### src/rtl/if_fetch_controller_pkg.sv
// Shared definitions for the IF-stage fetch controller: widths, reset PC,
// FSM state encoding and the next-PC source selector.
package if_fetch_controller_pkg;

    localparam int          REG_WIDTH    = 16;
    localparam logic [15:0] RESET_PC     = 16'h0000;
    localparam int          DRAIN_CYCLES = 4;

    typedef enum logic [1:0] {
        ST_RUN    = 2'd0,
        ST_DRAIN  = 2'd1,
        ST_HALTED = 2'd2
    } fetch_state_e;

    typedef enum logic [2:0] {
        SEL_HOLD   = 3'd0,
        SEL_INC    = 3'd1,
        SEL_JUMP   = 3'd2,
        SEL_HALT   = 3'd3,
        SEL_BRANCH = 3'd4,
        SEL_RESUME = 3'd5
    } pc_sel_e;

endpackage

### src/rtl/if_fetch_controller_pc_select_mux.sv
// Combinational next-PC priority selector: branch redirect, stall, halt,
// jump, increment, and resume out of HALTED.
module pc_select_mux
    import if_fetch_controller_pkg::*;
#(
    parameter int RegWidth = REG_WIDTH
) (
    input  fetch_state_e          i_state,
    input  logic                  i_stall,
    input  logic                  i_branch_taken,
    input  logic [RegWidth-1:0]   i_branch_target,
    input  logic                  i_take_jump,
    input  logic [RegWidth-1:0]   i_jump_address,
    input  logic                  i_halt,
    input  logic                  i_resume,
    input  logic [RegWidth-1:0]   i_pc,
    output logic [RegWidth-1:0]   o_next_pc,
    output logic                  o_fetch_valid,
    output logic                  o_flush,
    output pc_sel_e               o_sel
);

    logic [RegWidth-1:0] w_pc_inc;

    assign w_pc_inc = i_pc + RegWidth'(1);

    always_comb begin
        o_next_pc     = i_pc;
        o_fetch_valid = 1'b0;
        o_flush       = 1'b0;
        o_sel         = SEL_HOLD;

        // The pipeline is empty once HALTED, so a stray branch there is ignored.
        if (i_branch_taken && (i_state != ST_HALTED)) begin
            o_next_pc = i_branch_target;
            o_flush   = 1'b1;
            o_sel     = SEL_BRANCH;
        end else begin
            case (i_state)
                ST_RUN: begin
                    if (i_stall) begin
                        o_sel = SEL_HOLD;
                    end else if (i_halt) begin
                        o_fetch_valid = 1'b1;
                        o_sel         = SEL_HALT;
                    end else if (i_take_jump) begin
                        o_next_pc     = i_jump_address;
                        o_fetch_valid = 1'b1;
                        o_sel         = SEL_JUMP;
                    end else begin
                        o_next_pc     = w_pc_inc;
                        o_fetch_valid = 1'b1;
                        o_sel         = SEL_INC;
                    end
                end
                ST_HALTED: begin
                    if (i_resume) begin
                        o_next_pc = w_pc_inc;
                        o_sel     = SEL_RESUME;
                    end
                end
                default: begin
                    o_sel = SEL_HOLD;
                end
            endcase
        end
    end

endmodule

### src/rtl/if_fetch_controller.sv
// IF-stage fetch controller: owns the PC register and the halt/drain/resume
// sequencing so older instructions retire before Halted is raised.
//
//   state     | meaning
//   ----------+-------------------------------------------------------------
//   ST_RUN    | normal fetch: increment, jump, stall or take a halt
//   ST_DRAIN  | halt fetched; PC frozen while older instructions retire
//   ST_HALTED | pipeline empty; wait for Resume
module if_fetch_controller
    import if_fetch_controller_pkg::*;
#(
    parameter int                  RegWidth    = REG_WIDTH,
    parameter logic [RegWidth-1:0] ResetPC     = RegWidth'(RESET_PC),
    parameter int                  DrainCycles = DRAIN_CYCLES
) (
    input  logic                  i_clock,
    input  logic                  i_reset,
    input  logic                  i_stall,
    input  logic                  i_branch_taken,
    input  logic [RegWidth-1:0]   i_branch_target,
    input  logic                  i_take_jump,
    input  logic [RegWidth-1:0]   i_jump_address,
    input  logic                  i_halt,
    input  logic                  i_resume,
    output logic [RegWidth-1:0]   o_pc,
    output logic                  o_fetch_valid,
    output logic                  o_flush_if,
    output logic                  o_halted
);

    localparam int                CntW      = (DrainCycles > 2) ? $clog2(DrainCycles) : 1;
    localparam logic [CntW-1:0]   DrainLoad = CntW'(DrainCycles - 1);

    logic [RegWidth-1:0] r_pc;
    fetch_state_e        r_state;
    logic [CntW-1:0]     r_cnt;
    logic                r_halted;

    fetch_state_e        w_state_next;
    logic [CntW-1:0]     w_cnt_next;
    logic [RegWidth-1:0] w_next_pc;
    logic                w_fetch_valid;
    logic                w_flush;
    pc_sel_e             w_sel;

    pc_select_mux #(
        .RegWidth (RegWidth)
    ) u_pc_select_mux (
        .i_state         (r_state),
        .i_stall         (i_stall),
        .i_branch_taken  (i_branch_taken),
        .i_branch_target (i_branch_target),
        .i_take_jump     (i_take_jump),
        .i_jump_address  (i_jump_address),
        .i_halt          (i_halt),
        .i_resume        (i_resume),
        .i_pc            (r_pc),
        .o_next_pc       (w_next_pc),
        .o_fetch_valid   (w_fetch_valid),
        .o_flush         (w_flush),
        .o_sel           (w_sel)
    );

    always_ff @(posedge i_clock) begin
        if (i_reset) begin
            r_pc     <= ResetPC;
            r_state  <= ST_RUN;
            r_cnt    <= '0;
            r_halted <= 1'b0;
        end else begin
            r_pc     <= w_next_pc;
            r_state  <= w_state_next;
            r_cnt    <= w_cnt_next;
            r_halted <= (w_state_next == ST_HALTED);
        end
    end

    always_comb begin
        w_state_next = r_state;
        w_cnt_next   = r_cnt;
        case (w_sel)
            SEL_BRANCH: begin
                w_state_next = ST_RUN;
                w_cnt_next   = '0;
            end
            SEL_HALT: begin
                w_state_next = ST_DRAIN;
                w_cnt_next   = DrainLoad;
            end
            SEL_RESUME: begin
                w_state_next = ST_RUN;
            end
            default: begin
                // A stall holds the whole drain, including the final step to HALTED.
                if ((r_state == ST_DRAIN) && !i_stall) begin
                    if (r_cnt == '0) begin
                        w_state_next = ST_HALTED;
                    end else begin
                        w_cnt_next = r_cnt - CntW'(1);
                    end
                end
            end
        endcase
    end

    assign o_pc          = r_pc;
    assign o_fetch_valid = w_fetch_valid & ~i_reset;
    assign o_flush_if    = w_flush & ~i_reset;
    assign o_halted      = r_halted;

endmodule
### config.mk
export PLATFORM = sky130hd
export DESIGN_NAME = if_fetch_controller
export DESIGN_NICKNAME = d
export VERILOG_FILES = /design/src/rtl/if_fetch_controller_pkg.sv /design/src/rtl/if_fetch_controller_pc_select_mux.sv /design/src/rtl/if_fetch_controller.sv
export SDC_FILE = /design/constraint.sdc
export NUM_CORES = 1
export LEC_CHECK = 0
export CORE_MARGIN = 2
export CORE_UTILIZATION = 48
export DETAILED_ROUTE_END_ITERATION = 16
export PLACE_DENSITY_LB_ADDON = 0.15
export SETUP_SLACK_MARGIN = 0.02
export SYNTH_ARGS = -nofsm -noshare
export SYNTH_HDL_FRONTEND = slang
export SYNTH_SLANG_ARGS = --single-unit
### constraint.sdc
create_clock -name i_clock -period 5.35 [get_ports i_clock]
set_clock_uncertainty 0.2 [all_clocks]
set_input_delay 0.535 -clock i_clock [delete_from_list [all_inputs] [get_ports i_clock]]
set_output_delay 0.535 -clock i_clock [all_outputs]
set_load 0.01 [all_outputs]
==> summary.md <==
| Metric | Value |
|---|---|
| TritonCTS clock tree | `done` |
| Clock Tree Buf Depth | `2` |
| Post-CTS setup buffer count | `0` |
| Placed Area | `2110 sq um` |
| Seq/Total Area, Yosys | `between 20% and 30%` |
| Layout cells sized above 1 | `under 10%` |
| Largest net degree at the start of global routing | `22` |
| Worst reg2reg startpoint | `r_state[0]$_SDFF_PP0_` |
| Distinct cell type count after synthesis | `45` |
| CP peak stage delay | `0.85 ns` |
| Setup TNS | `0 ns` |
| Post-DP HPWL | `3050 um` |
| Clk pwr share | `between 20% and 30%` |
| Detail Route Antenna Nets | `0` |
| Hold Crit Class | `flip-flop to flip-flop` |
| Unrepaired setup endpoints after global routing | `no` |
| WL/cell | `around 14 um` |
| Sw frac | `a little under a third` |
| Syn Std Cell Area | `between 1500 and 2000 sq um` |
| GP Congestion | `just under 0.9` |
| Die width | `between 60 and 70 um` |
| Slowest CP cell | `clkdlybuf4s50_1` |
| VDD IR-drop max | `approximately 100 uV` |
| TritonCTS Buffers | `3` |
| Int Power | `about 270 uW` |
| Hold buffer count at cts | `0` |
| Die Y-Extent | `~61 um` |
| Cells along the critical path | `clkdlybuf4s50_1 -> nand2_1 -> nor2_1 -> clkdlybuf4s50_1` |
| Reg clk slew, reported paths | `~0.12 ns` |
| Final setup fails | `0` |
| Fmax | `306 MHz` |
| Cells after Synth | `207` |
| Wire length of the first global-routing pass | `6510 um` |
| Drt total wl | `4220 um` |
| Via count | `approximately 1.7k` |
| Combinational group share of total power | `32.0%` |
| Avg Cell Area, Syn | `7.61 sq um` |
| CP arrival | `2.54 ns` |
| Worst r2r dst | `o_pc[12]$_SDFFE_PP0P_` |
| Drt drc | `0` |
| Flops & latches, synth | `21` |
| Overall routing resource usage | `a little under a quarter` |
| Metal2 WL | `around 2000 um` |
| Uppermost routed layer | `met4` |
| CP dominant cell by count | `clkdlybuf4s50_1` |
| Flop-to-flop setup slack | `between 2 and 3 ns` |
| Hold Startpoint | `o_pc[15]$_SDFFE_PP0P_` |
| Area grow syn2layout | `35.9%` |
| WHS Endpoint | `o_pc[15]$_SDFFE_PP0P_` |
| Site Rows | `20` |
| Post-CTS Resized | `0` |
| Outcome | `complete, no violations` |
| Worst Path Class, Setup | `primary input to output port` |
| Initial Util | `just over 50%` |
| DRT met1 WL | `approximately 1900 um` |
| Crit. End Element | `output port` |
| Synth warn | `0` |
| Clock root cell | `clkbuf_4` |
| CTS sink count | `21` |
| First-pass detailed-route iteration total | `4` |
| Vias in the first global route | `approximately 1.5k` |
| DR vias/cell | `5.83` |
| CP startpoint kind | `primary input` |
| Num ports | `58` |
| Hold path depth | `2` |
| Final Hold Vio Count | `0` |
| Reg2reg path depth | `4` |
| Met3 wire length | `268 um` |
| Grt ovf | `0` |
| Initial DRC Count | `108` |
| Die area | `3760 sq um` |
| Tmin final | `between 3 and 4 ns` |
| Crit-path max FO | `16` |
| Sequential share of power | `between 40% and 50%` |
| Static leakage | `roughly 0.00076 uW` |
| Slew Viols, Final | `0` |
| H-tree levels | `1` |
| Ys async rst share | `0%` |
| Req. time, crit path | `4.62 ns` |
| Syn_nets | `roughly 250` |
| Layout Nets | `approximately 300` |
| Post-synth EDFFs | `0` |
| Max-cap violations | `0` |
| Clock Latency Late Sink | `around 0.30 ns` |
| Synth Flop Type | `dfxtp_1` |
| Final instance area | `roughly 2100 sq um` |
| P_sw | `120 uW` |
| Pwr Density | `~180 nW/um^2` |
| Slew @ Worst Pin | `around 0.91 ns` |
| Initial antenna violation count | `0` |
| Buffers added on ports | `57` |
| Fillers | `approximately 280` |
| Slew HR | `between 30% and 40%` |
| Ant diodes | `0` |
| Core area | `about 3100 sq um` |
| Post-route clock period utilization | `between 60% and 70%` |
layer usage:
layer  vias up  GRT usage [%]
met5         -              0
met4         0           8.39
met3         6           2.73
met2        68           38.0
met1       804           31.3
li1        860              -
per-stage QoR:
step                utilization (%)  hold WS, ns  power [uW]  setup slack, ns  instances
floorplan                         -        0.284         249             3.39        207
global placement               68.7        0.266         310             2.13        294
detailed placement             68.7        0.274         310             2.08        294
CTS                            69.6        0.295         388             2.08        298
global route                   69.6        0.308         408             1.93        298
finish                         69.6        0.292         386             2.08        298
cell usage in the layout (no fill, tap or decap), types with 2 or more instances in the layout:
cell,n
ha_1,2
nand2b_1,3
nand3_1,6
and3_1,3
inv_1,10
nand2_1,17
nand4_1,3
a21oi_1,21
a2bb2oi_1,2
and4_1,3
nor2_1,23
and2_1,2
a311o_1,2
a31oi_1,3
o32ai_1,4
clkbuf_4,3
a31o_2,2
nor3b_1,3
a32o_1,2
clkdlybuf4s50_1,57
a22oi_1,4
xor2_1,3
o22ai_1,6
o21ai_0,10
nor4_1,4
dfxtp_1,21
xnor2_1,8
nor3_1,10
a21o_1,2
worst max path at each step:
stage / startpoint / end / slack (ns) / cells after the start
2_1_floorplan: i_branch_taken / o_fetch_valid / 3.39 / 3
3_3_place_gp: i_branch_taken / o_flush_if / 2.13 / 4
3_5_place_dp: i_branch_taken / o_flush_if / 2.08 / 4
4_1_cts: i_branch_taken / o_flush_if / 2.08 / 4
5_1_grt: i_branch_taken / o_flush_if / 1.93 / 4
6_report: i_branch_taken / o_flush_if / 2.08 / 4
area by class of cell:
type	instances	area, sq um	share of cell area [%]
clock buffer	4	26.3	1.23
tap	44	55.1	2.57
inverter	10	37.5	1.75
multi-input combinational	162	1030	48.2
sequential	21	420	19.6
timing repair buffer	57	571	26.7
worst max-delay path, delay by kind of cell:
family / cells / cell delay (ns)
buffers and inverters: 2 / 1.41
and+or+nand+nor: 2 / 0.58
sequential cells by signal (all words and copies together), names as in the netlist:
register and flops:
o_halted 1, o_pc 16, r_cnt 2, r_state 2
power groups by stage:
stage	Sequential, uW	Clock [uW]	Combinational, uW
floorplan	188	0	61.8
global placement	187	0	123
detailed placement	187	0	123
CTS	184	80.6	124
global route	186	87.3	135
finish	184	78.8	124
synth_stat cells, types with 3 or more instances:
| master | instances | area share (%) |
|---|---|---|
| nor3_1 | 10 | 3.2 |
| dfxtp_1 | 21 | 27 |
| nand2_1 | 17 | 4.1 |
| buf_2 | 8 | 2.5 |
| nand4_1 | 3 | 1.2 |
| nor3b_1 | 3 | 1.4 |
| nor4_1 | 4 | 1.6 |
| a21oi_1 | 21 | 6.7 |
| nand2b_1 | 3 | 1.2 |
| o22ai_1 | 6 | 2.4 |
| o21ai_0 | 10 | 3.2 |
| a31oi_1 | 3 | 1.2 |
| inv_1 | 10 | 2.4 |
| and4_1 | 3 | 1.7 |
| xor2_1 | 3 | 1.7 |
| xnor2_1 | 8 | 4.4 |
| buf_6 | 3 | 2.1 |
| and3_1 | 3 | 1.2 |
| nor2_1 | 23 | 5.5 |
| o32ai_1 | 4 | 2.2 |
| nand3_1 | 6 | 1.9 |
| a22oi_1 | 4 | 1.9 |
logic make-up (layout without fill, tap and decap cells):
group | count (synthesis) | count (layout) | synth area share (%)
AND/OR/NAND/NOR | 83 | 83 | 28.2
buffers and inverters | 24 | 71 | 7.86
AO/OA/AOI/OAI | 66 | 66 | 29.5
flip-flops | 21 | 21 | 26.7
adder cells (fa/ha/maj) | 2 | 2 | 1.59
XOR/XNOR | 11 | 11 | 6.12
Note: power is estimated with default switching activity, not from simulation.
